$ cat config.mk
export PLATFORM = sky130hd
export DESIGN_NAME = nibble_serial_addsub_ctrl
export DESIGN_NICKNAME = d
export VERILOG_FILES = /design/src/rtl/nibble_serial_addsub_pkg.sv /design/src/rtl/nibble_addsub.sv /design/src/rtl/nibble_serial_addsub_ctrl.sv
export SDC_FILE = /design/constraint.sdc
export NUM_CORES = 1
export LEC_CHECK = 0
export BUFFER_PORTS_ARGS = -buffer_cell sky130_fd_sc_hd__buf_2
export CAP_MARGIN = 20
export CORE_MARGIN = 1.5
export CORE_UTILIZATION = 45
export CTS_CLUSTER_SIZE = 24
export DETAILED_ROUTE_END_ITERATION = 8
export PLACE_DENSITY = 0.68
export SYNTH_ARGS = -nofsm -noshare
export SYNTH_HDL_FRONTEND = slang
export SYNTH_SLANG_ARGS = --single-unit
export TNS_END_PERCENT = 30
$ cat constraint.sdc
create_clock -name clk -period 3.58 [get_ports clk]
set_clock_uncertainty 0.05 [all_clocks]
set_input_delay 0.716 -clock clk [delete_from_list [all_inputs] [get_ports clk]]
set_output_delay 0.716 -clock clk [all_outputs]
set_load 0.03 [all_outputs]
$ cat src/rtl/nibble_serial_addsub_pkg.sv
// Shared types and constants for the nibble-serial add/subtract controller.
package nibble_serial_addsub_pkg;

    typedef enum logic {
        IDLE = 1'b0,
        RUN  = 1'b1
    } state_t;

    localparam int NIB_W = 4;

    function automatic int idx_width(input int width);
        return $clog2(width / NIB_W);
    endfunction

endpackage

$ cat src/rtl/nibble_addsub.sv
// 4-bit add/sub slice: a ripple of four full-adder cells.
module nibble_addsub (
    input  logic [3:0] a,
    input  logic [3:0] b,
    input  logic       inv,
    input  logic       cin,
    output logic [3:0] s,
    output logic       cout
);

    logic [3:0] b_x;
    logic [4:0] c;

    // inv only flips b; cin carries the chained borrow/carry between nibbles
    assign b_x  = b ^ {4{inv}};
    assign c[0] = cin;

    for (genvar i = 0; i < 4; i++) begin : g_fa
        assign s[i]   = a[i] ^ b_x[i] ^ c[i];
        assign c[i+1] = (a[i] & b_x[i]) | (c[i] & (a[i] ^ b_x[i]));
    end

    assign cout = c[4];

endmodule

$ cat src/rtl/nibble_serial_addsub_ctrl.sv
// WIDTH-bit add/subtract over one shared 4-bit slice, LSB nibble first.
// Optional signed-overflow output enabled by NIBBLE_SERIAL_ADDSUB_OVF_EN.
module nibble_serial_addsub_ctrl
    import nibble_serial_addsub_pkg::*;
#(
    parameter int WIDTH = 16
) (
    input  logic             clk,
    input  logic             rst_n,
    input  logic             start,
    input  logic             op_sub,
    input  logic [WIDTH-1:0] a,
    input  logic [WIDTH-1:0] b,
    output logic             ready,
    output logic             busy,
    output logic             done,
    output logic [WIDTH-1:0] result,
    output logic             cout
`ifdef NIBBLE_SERIAL_ADDSUB_OVF_EN
    ,
    output logic             ovf
`endif
);

    localparam int NIB   = WIDTH / NIB_W;
    localparam int IDX_W = idx_width(WIDTH);

    state_t             state_q, state_d;
    logic [IDX_W-1:0]   idx_q, idx_d;
    logic               carry_q, carry_d;
    logic [WIDTH-1:0]   a_q, a_d;
    logic [WIDTH-1:0]   b_q, b_d;
    logic               sub_q, sub_d;
    logic [WIDTH-1:0]   result_q, result_d;
    logic               cout_q, cout_d;
    logic               done_q, done_d;
`ifdef NIBBLE_SERIAL_ADDSUB_OVF_EN
    logic               ovf_q, ovf_d;
`endif

    logic               accept;
    logic               last;
    logic [NIB_W-1:0]   slice_s;
    logic               slice_c;

    assign accept = (state_q == IDLE) && start;
    assign last   = (idx_q == IDX_W'(NIB - 1));

    nibble_addsub u_slice (
        .a    (a_q[{idx_q, 2'b00} +: NIB_W]),
        .b    (b_q[{idx_q, 2'b00} +: NIB_W]),
        .inv  (sub_q),
        .cin  (carry_q),
        .s    (slice_s),
        .cout (slice_c)
    );

    always_ff @(posedge clk or negedge rst_n) begin
        if (!rst_n) begin
            state_q  <= IDLE;
            idx_q    <= '0;
            carry_q  <= 1'b0;
            a_q      <= '0;
            b_q      <= '0;
            sub_q    <= 1'b0;
            result_q <= '0;
            cout_q   <= 1'b0;
            done_q   <= 1'b0;
`ifdef NIBBLE_SERIAL_ADDSUB_OVF_EN
            ovf_q    <= 1'b0;
`endif
        end else begin
            state_q  <= state_d;
            idx_q    <= idx_d;
            carry_q  <= carry_d;
            a_q      <= a_d;
            b_q      <= b_d;
            sub_q    <= sub_d;
            result_q <= result_d;
            cout_q   <= cout_d;
            done_q   <= done_d;
`ifdef NIBBLE_SERIAL_ADDSUB_OVF_EN
            ovf_q    <= ovf_d;
`endif
        end
    end

    always_comb begin
        state_d = state_q;
        case (state_q)
            IDLE:    if (start) state_d = RUN;
            RUN:     if (last)  state_d = IDLE;
            default: state_d = IDLE;
        endcase
    end

    always_comb begin
        idx_d    = idx_q;
        carry_d  = carry_q;
        a_d      = a_q;
        b_d      = b_q;
        sub_d    = sub_q;
        result_d = result_q;
        cout_d   = cout_q;
        done_d   = 1'b0;
`ifdef NIBBLE_SERIAL_ADDSUB_OVF_EN
        ovf_d    = ovf_q;
`endif
        if (accept) begin
            // carry seeded with op_sub completes the two's-complement negate of b
            a_d      = a;
            b_d      = b;
            sub_d    = op_sub;
            carry_d  = op_sub;
            idx_d    = '0;
            result_d = '0;
        end else if (state_q == RUN) begin
            result_d[{idx_q, 2'b00} +: NIB_W] = slice_s;
            carry_d = slice_c;
            if (last) begin
                idx_d  = '0;
                cout_d = slice_c;
                done_d = 1'b1;
`ifdef NIBBLE_SERIAL_ADDSUB_OVF_EN
                ovf_d  = (a_q[WIDTH-1] == (b_q[WIDTH-1] ^ sub_q)) &&
                         (slice_s[NIB_W-1] != a_q[WIDTH-1]);
`endif
            end else begin
                idx_d = idx_q + 1'b1;
            end
        end
    end

    always_comb begin
        ready  = (state_q == IDLE);
        busy   = (state_q == RUN);
        done   = done_q;
        result = result_q;
        cout   = cout_q;
`ifdef NIBBLE_SERIAL_ADDSUB_OVF_EN
        ovf    = ovf_q;
`endif
    end

endmodule
==> flow_summary_export.csv <==
group,metric,value,unit
yosys,synth_area_leader_cell,"dfrtp_1",
routing,wl,4.96,mm
clock_tree,cts_tree,"done",
sta,min_period,3.17,ns
global_routing,grtUsageMet3,4.09,%
yosys,synthArstFlopShare,100,%
sta,slew-limit-headroom,52.8,%
sta,finalSetupViolations,0,
routing,wire_per_inst,16.2,um
floorplanning,coreArea,5850,um^2
placed_design,hpwl,3.75,mm
global_routing,grt_overflow,0,
global_routing,grt_pass1_vias,1616,
yosys,synth_edf_count,0,
yosys,synth_top_area_share,50.9,%
yosys,synth_common_cells,"dfrtp_1 (55), mux2_4 (30), inv_1 (21), o32ai_1 (12), mux4_2 (8)",
clock_tree,clock_latency,0.31,ns
finish,final_cell_area,3110,um^2
yosys,seq_area_frac_synth,50.9,%
clock_tree,numCtsBuffers,5,
global_routing,antenna_found_initial,0,
sta,rsz0062_at_grt,"false",
routing,vias,1558,
sta,timing.final.max_slew_violations,0,
routing,route.detailed.drc,0,
finish,diodes,0,
routing,dr.pass1.iters,4,
placed_design,port_buffers,55,
clock_tree,htreeDepth,2,
yosys,synthFlopType,"dfrtp_1",
clock_tree,clk_pin_slew,0.10,ns
sta,tightest_slew,0.708,ns
yosys,synth.distinct_cells,28,
routing,ant_nets,0,
worst_setup_path,crit_type,"flop to flop",
placed_design,dp_cells,298,
yosys,syn_inst,173,
floorplanning,die_height,80.5,um
finish,area_growth,15.1,%
floorplanning,fp.dieW,80.5,um
sta,fin_tns_setup,0,ns
clock_tree,clk_path_buf_depth,2,
global_routing,grtUsageMet1,23.2,%
routing,via_per_inst,5.09,
hold_path,hp-class,"input port to async pin",
placed_design,place_area,2990,um^2
power,ir_worst_vdd,0.494,mV
global_routing,top_usage_layer,"met2",
finish,n_fill_cell,494,
yosys,synth.most_common_cell,"dfrtp_1",
global_routing,grt_pass1_wl,8.23,mm
worst_setup_path,crit_path_start_kind,"flop",
floorplanning,row_count,28,
yosys,yosysWarnings,0,
yosys,synth_area,2700,um^2
outcome,status,"finished, final reports clean",
worst_setup_path,cp_data_required_time,3.74,ns
clock_tree,clkSinkCount,55,
clock_tree,cts_resized,0,
sta,period_share,88.5,%
power,p_per_area,1100,nW/um^2
yosys,syn_nets,217,
routing,drt_iter0_markers,64,
sta,hold_ws,0.396,ns
finish,layout.nets,274,
finish,drive_above_1_share,48.9,%
floorplanning,dieArea,6480,um^2
worst_setup_path,cp_max_fo,15,
floorplanning,initial_core_util,46.2,%
run,maxCapViolations,0,
placed_design,gp_congestion,0.813,
floorplanning,pin_count,56,
power,leakage,1.49,nW
finish,fin_cells,306,
worst_setup_path,worstSetupEndpointType,"flop",
clock_tree,root_buffer,"clkbuf_8",
global_routing,grt_max_degree,34,
yosys,syn_area_per_cell,15.6,um^2
yosys,synth_area_leaders,"dfrtp_1 (51%), mux2_4 (17%), mux4_2 (6.7%), o32ai_1 (3.9%), fa_1 (3.0%)",
global_routing,use_met2,28.2,%
clock_tree,cts_hold_buf,0,
clock_tree,post_cts_buffers,0,
sta,fmax,316,MHz
global_routing,grt_usage,17.4,%
sta,hold_violations,0,
worst_setup_path,worst_ep_arrival_time,3.33,ns
yosys,ys_ff_latch,55,
## cells in the final DEF (no fill, tap or decap)
cell	instances
mux4_2	8
fa_1	4
mux2_2	6
buf_2	55
inv_1	21
nand4bb_1	2
o32ai_1	12
and2_1	1
mux2_4	30
nor3b_1	1
nor2b_4	1
o2bb2ai_1	4
buf_4	4
nand2_1	1
xor2_1	1
dfrtp_1	55
nand2b_1	1
nand3b_2	1
xnor2_1	3
a21o_1	1
bufinv_16	1
a22o_1	1
clkbuf_8	6
ha_1	4
mux2i_1	4
clkinv_2	1
nor2_1	2
## flip-flops by register name, indices dropped and copies added (netlist names)
| name | flops |
|---|---|
| a_q | 16 |
| b_q | 16 |
| result | 16 |
| idx_q | 2 |
| busy | 1 |
| carry_q | 1 |
| cout | 1 |
| done | 1 |
| sub_q | 1 |
## per-layer routing
layer / wire length (um) / up-vias
li1: - / 733
met1: 2220 / 772
met3: 248 / 7
met2: 2440 / 46
met4: 57 / 0
met5: 0 / -
## cell families after synthesis
logic type	synth area share [%]
flip-flops	50.9
multiplexers	27.3
buffers and inverters	7.13
AO/OA/AOI/OAI	5.79
AND/OR/NAND/NOR	2.73
adder cells (fa/ha/maj)	4.82
XOR/XNOR	1.30
## report_power, final
part	total, mW	switching, mW	internal (mW)
sequential	1.10	0.199	0.905
clock	0.420	0.193	0.226
combinational	1.89	0.977	0.916
total	3.42	1.37	2.05
## worst max-delay path: stages, from the launching register on
cell     delay, ns
dfrtp_1       0.38
buf_4         0.25
mux4_2        0.55
xnor2_1       0.16
fa_1          0.43
fa_1          0.40
fa_1          0.54
o32ai_1       0.31
## stage by stage
step	utilization [%]	setup WS (ns)	power, mW
after CTS	53.2	0.373	3.47
after floorplan	-	0.555	2.56
after detailed placement	51.2	0.384	3.04
after global routing	53.2	0.257	3.66
after global placement	51.2	0.526	2.99
final	53.2	0.411	3.42
## final timing paths
| kind | end | start | depth (start not counted) | slack, ns |
|---|---|---|---|---|
| min | carry_q | rst_n | 1 | 0.40 |
| min in group clk | result[2] | result[2] | 1 | 0.44 |
| min reg2reg | result[2] | result[2] | 1 | 0.44 |
| max reg2reg | result[15] | idx_q[0] | 7 | 0.41 |
| max in group asynchronous | cout | rst_n | 2 | 2.30 |
| max | result[15] | idx_q[0] | 7 | 0.41 |
## cell type report
type	instances	area, um^2	area share [%]
Multi-Input combinational cell	88	1140	36.6
Sequential cell	55	1380	44.2
Inverter	21	78.8	2.53
Clock buffer	6	82.6	2.65
Timing Repair Buffer	59	305	9.81
Clock inverter	2	35.0	1.13
Tap cell	75	93.8	3.02
(Power assumes the default switching activity.)
